<file path="src/rtl/rpc2_ctrl_sync_fifo_prog_pkg.sv">
// Shared constants and helpers for the RPC2 controller sync FIFO.
package rpc2_ctrl_fifo_pkg;

  typedef enum logic {
    FIFO_MODE_REG  = 1'b0,
    FIFO_MODE_FWFT = 1'b1
  } fifo_mode_e;

  function automatic int unsigned clog2(input int unsigned v);
    int unsigned r;
    r = 0;
    for (int unsigned i = 0; i < 32; i++) begin
      if ((32'd1 << i) < v) r = i + 1;
    end
    return r;
  endfunction

  // Occupancy needs one extra bit so that a completely full FIFO (DEPTH) is representable.
  function automatic int unsigned count_width(input int unsigned addr_bits);
    return addr_bits + 1;
  endfunction

endpackage

</file>
<file path="src/rtl/rpc2_ctrl_sync_fifo_prog_if.sv">
// Handshake bundle for rpc2_ctrl_sync_fifo_prog; error signals exist only with RPC2_CTRL_FIFO_ERR_EN.
interface rpc2_ctrl_sync_fifo_prog_if #(
  parameter int unsigned DATA_WIDTH = 16,
  parameter int unsigned ADDR_BITS  = 3
);
  logic                  wr_en;
  logic [DATA_WIDTH-1:0] wr_data;
  logic                  full;
  logic                  almost_full;
  logic                  rd_en;
  logic [DATA_WIDTH-1:0] rd_data;
  logic                  rd_valid;
  logic                  empty;
  logic                  almost_empty;
  logic [ADDR_BITS:0]    count;
  logic [ADDR_BITS:0]    af_thresh;
  logic [ADDR_BITS:0]    ae_thresh;
`ifdef RPC2_CTRL_FIFO_ERR_EN
  logic                  err_clr;
  logic                  overflow;
  logic                  underflow;

  modport master (
    output wr_en, wr_data, rd_en, af_thresh, ae_thresh, err_clr,
    input  full, almost_full, rd_data, rd_valid, empty, almost_empty, count,
           overflow, underflow
  );
  modport slave (
    input  wr_en, wr_data, rd_en, af_thresh, ae_thresh, err_clr,
    output full, almost_full, rd_data, rd_valid, empty, almost_empty, count,
           overflow, underflow
  );
`else
  modport master (
    output wr_en, wr_data, rd_en, af_thresh, ae_thresh,
    input  full, almost_full, rd_data, rd_valid, empty, almost_empty, count
  );
  modport slave (
    input  wr_en, wr_data, rd_en, af_thresh, ae_thresh,
    output full, almost_full, rd_data, rd_valid, empty, almost_empty, count
  );
`endif
endinterface

</file>
<file path="src/rtl/rpc2_ctrl_sync_fifo_prog_ram.sv">
// FIFO storage: one write port, one read port; registered read (REG) or asynchronous read (FWFT).
module rpc2_ctrl_fifo_ram
  import rpc2_ctrl_fifo_pkg::*;
#(
  parameter int unsigned DATA_WIDTH = 16,
  parameter int unsigned DEPTH      = 8,
  parameter int unsigned FWFT       = int'(FIFO_MODE_REG)
) (
  input  logic                     clk,
  input  logic                     rst,
  input  logic                     we,
  input  logic [clog2(DEPTH)-1:0]  waddr,
  input  logic [DATA_WIDTH-1:0]    wdata,
  input  logic                     re,
  input  logic [clog2(DEPTH)-1:0]  raddr,
  output logic [DATA_WIDTH-1:0]    rdata
);

  logic [DATA_WIDTH-1:0] mem [DEPTH];

  always_ff @(posedge clk) begin
    if (we) mem[waddr] <= wdata;
  end

  if (FWFT == int'(FIFO_MODE_FWFT)) begin : g_async_rd
    assign rdata = mem[raddr];
  end else begin : g_sync_rd
    always_ff @(posedge clk) begin
      if (rst)     rdata <= '0;
      else if (re) rdata <= mem[raddr];
    end
  end

endmodule

</file>
<file path="src/rtl/rpc2_ctrl_sync_fifo_prog.sv">
// Single-clock programmable FIFO: count, AF/AE thresholds, REG/FWFT read.
// Optional sticky overflow/underflow flags with macro RPC2_CTRL_FIFO_ERR_EN.
module rpc2_ctrl_sync_fifo_prog
  import rpc2_ctrl_fifo_pkg::*;
#(
  parameter int unsigned DATA_WIDTH = 16,
  parameter int unsigned ADDR_BITS  = 3,
  parameter int unsigned FWFT       = int'(FIFO_MODE_REG)
) (
  input logic clk,
  input logic rst,
  rpc2_ctrl_sync_fifo_prog_if.slave fif
);

  localparam int unsigned DEPTH = 1 << ADDR_BITS;
  localparam int unsigned CW    = count_width(ADDR_BITS);
  typedef logic [CW-1:0] count_t;
  localparam count_t DEPTH_C = count_t'(DEPTH);

  logic [ADDR_BITS-1:0] wr_ptr;
  logic [ADDR_BITS-1:0] rd_ptr;
  count_t               count_q;
  logic                 full_w;
  logic                 empty_w;
  logic                 wr_acc;
  logic                 rd_acc;

  assign full_w  = (count_q == DEPTH_C);
  assign empty_w = (count_q == '0);
  assign wr_acc  = fif.wr_en && !full_w;
  assign rd_acc  = fif.rd_en && !empty_w;

  assign fif.full         = full_w;
  assign fif.empty        = empty_w;
  assign fif.almost_full  = (count_q >= fif.af_thresh);
  assign fif.almost_empty = (count_q <= fif.ae_thresh);
  assign fif.count        = count_q;

  always_ff @(posedge clk) begin
    if (rst) begin
      wr_ptr  <= '0;
      rd_ptr  <= '0;
      count_q <= '0;
    end else begin
      if (wr_acc) wr_ptr <= wr_ptr + 1'b1;
      if (rd_acc) rd_ptr <= rd_ptr + 1'b1;
      if (wr_acc && !rd_acc)      count_q <= count_q + 1'b1;
      else if (rd_acc && !wr_acc) count_q <= count_q - 1'b1;
    end
  end

  rpc2_ctrl_fifo_ram #(
    .DATA_WIDTH (DATA_WIDTH),
    .DEPTH      (DEPTH),
    .FWFT       (FWFT)
  ) u_ram (
    .clk   (clk),
    .rst   (rst),
    .we    (wr_acc && !rst),
    .waddr (wr_ptr),
    .wdata (fif.wr_data),
    .re    (rd_acc && !rst),
    .raddr (rd_ptr),
    .rdata (fif.rd_data)
  );

  if (FWFT == int'(FIFO_MODE_FWFT)) begin : g_fwft_valid
    assign fif.rd_valid = !empty_w;
  end else begin : g_reg_valid
    logic rd_valid_q;
    always_ff @(posedge clk) begin
      if (rst) rd_valid_q <= 1'b0;
      else     rd_valid_q <= rd_acc;
    end
    assign fif.rd_valid = rd_valid_q;
  end

`ifdef RPC2_CTRL_FIFO_ERR_EN
  logic overflow_q;
  logic underflow_q;

  // Set takes priority over err_clr in the same cycle.
  always_ff @(posedge clk) begin
    if (rst) begin
      overflow_q  <= 1'b0;
      underflow_q <= 1'b0;
    end else begin
      if (fif.wr_en && full_w)  overflow_q  <= 1'b1;
      else if (fif.err_clr)     overflow_q  <= 1'b0;
      if (fif.rd_en && empty_w) underflow_q <= 1'b1;
      else if (fif.err_clr)     underflow_q <= 1'b0;
    end
  end

  assign fif.overflow  = overflow_q;
  assign fif.underflow = underflow_q;
`endif

endmodule

</file>
<file path="src/flat_wrapper.sv">
// flat-port wrapper written by rule: the top's interface ports become plain ports
module rpc2_ctrl_sync_fifo_prog_flat import rpc2_ctrl_fifo_pkg::*;
#(
  parameter int unsigned DATA_WIDTH = 16,
  parameter int unsigned ADDR_BITS  = 3,
  parameter int unsigned FWFT       = int'(FIFO_MODE_REG)
)
  (clk, rst, fif_wr_en, fif_wr_data, fif_rd_en, fif_af_thresh, fif_ae_thresh, fif_full, fif_almost_full, fif_rd_data, fif_rd_valid, fif_empty, fif_almost_empty, fif_count);
  rpc2_ctrl_sync_fifo_prog_if #(.DATA_WIDTH(DATA_WIDTH), .ADDR_BITS(ADDR_BITS)) fif_i ();
  input logic clk;
  input logic rst;
  input wire logic [$bits(fif_i.wr_en)-1:0] fif_wr_en;
  input wire logic [$bits(fif_i.wr_data)-1:0] fif_wr_data;
  input wire logic [$bits(fif_i.rd_en)-1:0] fif_rd_en;
  input wire logic [$bits(fif_i.af_thresh)-1:0] fif_af_thresh;
  input wire logic [$bits(fif_i.ae_thresh)-1:0] fif_ae_thresh;
  output wire logic [$bits(fif_i.full)-1:0] fif_full;
  output wire logic [$bits(fif_i.almost_full)-1:0] fif_almost_full;
  output wire logic [$bits(fif_i.rd_data)-1:0] fif_rd_data;
  output wire logic [$bits(fif_i.rd_valid)-1:0] fif_rd_valid;
  output wire logic [$bits(fif_i.empty)-1:0] fif_empty;
  output wire logic [$bits(fif_i.almost_empty)-1:0] fif_almost_empty;
  output wire logic [$bits(fif_i.count)-1:0] fif_count;
  assign fif_i.wr_en = fif_wr_en;
  assign fif_i.wr_data = fif_wr_data;
  assign fif_i.rd_en = fif_rd_en;
  assign fif_i.af_thresh = fif_af_thresh;
  assign fif_i.ae_thresh = fif_ae_thresh;
  assign fif_full = fif_i.full;
  assign fif_almost_full = fif_i.almost_full;
  assign fif_rd_data = fif_i.rd_data;
  assign fif_rd_valid = fif_i.rd_valid;
  assign fif_empty = fif_i.empty;
  assign fif_almost_empty = fif_i.almost_empty;
  assign fif_count = fif_i.count;
  rpc2_ctrl_sync_fifo_prog #(.DATA_WIDTH(DATA_WIDTH), .ADDR_BITS(ADDR_BITS), .FWFT(FWFT)) u_core (.clk(clk), .rst(rst), .fif(fif_i));
endmodule
</file>
<file path="config.mk">
export PLATFORM = sky130hd
export DESIGN_NAME = rpc2_ctrl_sync_fifo_prog_flat
export DESIGN_NICKNAME = d
export VERILOG_FILES = /design/src/rtl/rpc2_ctrl_sync_fifo_prog_pkg.sv /design/src/rtl/rpc2_ctrl_sync_fifo_prog_if.sv /design/src/rtl/rpc2_ctrl_sync_fifo_prog_ram.sv /design/src/rtl/rpc2_ctrl_sync_fifo_prog.sv /design/src/flat_wrapper.sv
export SDC_FILE = /design/constraint.sdc
export NUM_CORES = 1
export LEC_CHECK = 0
export ABC_AREA = 0
export CAP_MARGIN = 20
export CORE_AREA = 2 2 130 157
export CTS_BUF_LIST = sky130_fd_sc_hd__clkbuf_16
export DETAILED_ROUTE_END_ITERATION = 16
export DIE_AREA = 0 0 132 159
export PLACE_DENSITY = 0.48
export SLEW_MARGIN = 20
export SYNTH_ARGS = -nofsm -noshare
export SYNTH_HDL_FRONTEND = slang
export SYNTH_SLANG_ARGS = --single-unit
</file>
<file path="constraint.sdc">
create_clock -name clk -period 4.1 [get_ports clk]
set_input_delay 1.025 -clock clk [delete_from_list [all_inputs] [get_ports clk]]
set_output_delay 1.025 -clock clk [all_outputs]
set_load 0.01 [all_outputs]
</file>
==> qor.txt <==
metal1 wirelength = 5.29 mm
critical path type = primary input to primary output
clock latency on the worst-skew pair = 0.42 ns
crit-path max cell delay = 0.56 ns
placed inst area = 6990 um2
# H-tree levels = 4
clk slew on worst S/H paths = 0.06 ns
post-DP HPWL = 7.52 mm
Die W = 132 um
setup violators final = 0
n_diodes = 0
DRC = 0
P per Cell Area = 647 nW/um2
crit end category = primary output
Yosys cell types = 39
Seq cells post-synth = 155
Std-Cell Rows = 56
WL per Instance = 18.7 um
antenna violations before repair = 0
Core Footprint = 19400 um2
Syn Nets = 379
All-Layer GR Usage = 13.0%
fmax = 250 MHz
CTS tree = built
grt total ovfl = 0
clock share of power = 34.5%
CTS Buf Count = 17
RSZ-0062 raised after global routing = false
Final nets = 448
Worst Setup Start Kind = primary input
Gate power share = 24.4%
max cap viols = 0
Area Overhead vs Synth = 24.9%
CTS hold repair buffers = 0
Net Switching = 1.37 mW
GPL Wtd Cong = 0.711
WP buf/inv = 3
Mean Syn Cell Area = 18.1 um2
Initial Util = 31.5%
Post-Syn Area = 6110 um2
Largest delay share family, worst path = buffers and inverters
Max clock buf depth = 2
largest net degree at the start of global routing = 34
Flop pwr share = 41.1%
vias post-DR = 3197
Post-synth top cells = edfxtp_1, mux4_2, nor2_1
ys async rst share = 0%
slowest cell on the critical path = clkdlybuf4s50_1
period utilisation layout = 97.5%
worst min path class = flip-flop to flip-flop
DIE AREA = 21000 um2
slew margin rel. = 34.8%
DR WL met3 = 350 um
Post-CTS Setup Repair Bufs = 0
Pleak = 2.54 nW
CP cell instances = clkdlybuf4s50_1, inv_1, ha_1, nor2b_1, o21a_1, o21a_1, o21ai_0, clkdlybuf4s50_1
endpoints failing hold = 0
post-synth top area share = 62.9%
Slew @ Worst Pin = 0.978 ns
DIE HEIGHT = 159 um
footprint of the multi-input gates = 1620 um2
CP Max Fanout = 2
IO Pins = 53
Num Clock Sinks = 155
Int Pwr = 3.57 mW
first-pass GRT wire length = 19.9 mm
Req. time, crit path = 3.07 ns
total wire length = 12.7 mm
initial drt markers = 155
Yosys warnings = 0
Max VDD drop = 0.340 mV
number of flops mapped to enable cells by yosys = 128
Max Used Layer = met4
ys flop type = edfxtp_1
fraction of layout cells with a size suffix above 1 = 23.9%
drt first pass iters = 4
port bufs = 52
Critical Path AT = 2.97 ns
post-route ant nets = 0
cell with the most instances after synthesis = edfxtp_1
register area = 4390 um2
drt via density = 4.70
post-cts sizing count = 0
Final Max Tran Viols = 0
routed wl met2 = 6.88 mm
Fill cells = 1787
sequential fraction of the synthesis area = 71.7%
Final Skew = 0.00921 ns
Fin Hold WS = 0.495 ns
post-layout min period = 4.00 ns
setup TNS = 0 ns
Final Cell Area = 7640 um2
Clock Root Buffer = clkbuf_16
largest cells by area after synthesis = edfxtp_1, mux4_2, dfxtp_1
vias in the first global route = 3503
cell taking the most area after synthesis = edfxtp_1
synthesized instance count = 337
run status = complete, no violations
switch share = 27.7%
## layer usage
metal | global-route usage, % | vias to the layer above
met3 | 3.15 | 16
met2 | 23.3 | 57
met5 | 0 | -
met1 | 14.6 | 1654
met4 | 5.39 | 0
li1 | - | 1470
## power groups by stage
stage / logic (mW) / registers (mW) / clock network (mW)
final: 1.21 / 2.03 / 1.70
after floorplan: 0.851 / 1.99 / 0
after detailed placement: 1.23 / 2.08 / 0
after global routing: 1.32 / 2.06 / 1.80
after CTS: 1.23 / 2.04 / 1.74
after global placement: 1.20 / 2.07 / 0
## through the flow
| step | util (%) | total power [mW] | instances | setup slack, ns |
|---|---|---|---|---|
| 2_1_floorplan | - | 2.84 | 337 | 0.782 |
| 3_3_place_gp | 36.0 | 3.27 | 648 | 0.169 |
| 3_5_place_dp | 36.0 | 3.30 | 648 | 0.0760 |
| 4_1_cts | 39.4 | 5.02 | 680 | 0.0824 |
| 5_1_grt | 39.4 | 5.18 | 680 | 0.0520 |
| 6_report | 39.4 | 4.94 | 680 | 0.102 |
## worst register-to-register path: stages (launching register included)
cell and delay [ns]:
dfxtp_1 0.43, or4b_4 0.60, nand2_2 0.18, inv_1 0.13, ha_1 0.21, inv_1 0.13
ha_1 0.29, a21oi_1 0.18, a211oi_1 0.09, a31oi_1 0.17, mux2_2 0.35
## final cells by class
class                   instances  share of cell area [%]
clock buffers                  17                    5.57
clock inverters                15                    2.90
inverters                      11                   0.541
multi-input cells             156                    21.2
flip-flops and latches        155                    57.4
well taps                     261                    4.28
repair buffers                 65                    8.09
## cells by family after synthesis
| group | share of synthesized area [%] |
|---|---|
| compound gates | 3.25 |
| xor+xnor | 0.860 |
| fa+ha+maj | 2.99 |
| buf+inv | 2.27 |
| flops | 71.7 |
| mux | 12.3 |
| simple gates | 6.61 |
## cell usage in the layout (no fill, tap or decap), types with 2 or more instances in the layout
cell	count
a211oi_1	2
a21o_1	3
a21oi_1	4
buf_4	13
bufinv_16	5
clkbuf_16	17
clkdlybuf4s50_1	52
clkinv_2	2
clkinvlp_4	3
dfxtp_1	25
dfxtp_2	2
edfxtp_1	128
ha_1	13
inv_1	12
inv_6	3
mux2i_1	2
mux4_2	32
nand2_1	8
nand3_1	2
nor2_1	32
nor2b_1	2
nor3_1	4
nor3_2	14
o21a_1	2
o22ai_1	15
xnor2_1	3
xor2_1	3
## registers in the layout, summed over array words and instances, names as in the netlist
register and flops:
u_core.u_ram.mem 128, u_core.u_ram.rdata 16, u_core.fif.count 4, u_core.rd_ptr 3, u_core.wr_ptr 3, u_core.fif.rd_valid 1
## final timing paths
check / endpoint / cells after the start / startpoint / slack (ns)
setup / recovery: fif_almost_empty / 8 / fif_ae_thresh[1] / 0.10
hold / removal: u_core.u_ram.rdata[4]$_SDFFE_PP0P_ / 2 / u_core.u_ram.rdata[4]$_SDFFE_PP0P_ / 0.49
setup reg to reg: u_core.fif.count[3]$_SDFFE_PP0P_ / 10 / u_core.fif.count[0]$_SDFFE_PP0P_ / 1.23
hold reg to reg: u_core.u_ram.rdata[4]$_SDFFE_PP0P_ / 2 / u_core.u_ram.rdata[4]$_SDFFE_PP0P_ / 0.49
(Power assumes the default switching activity.)
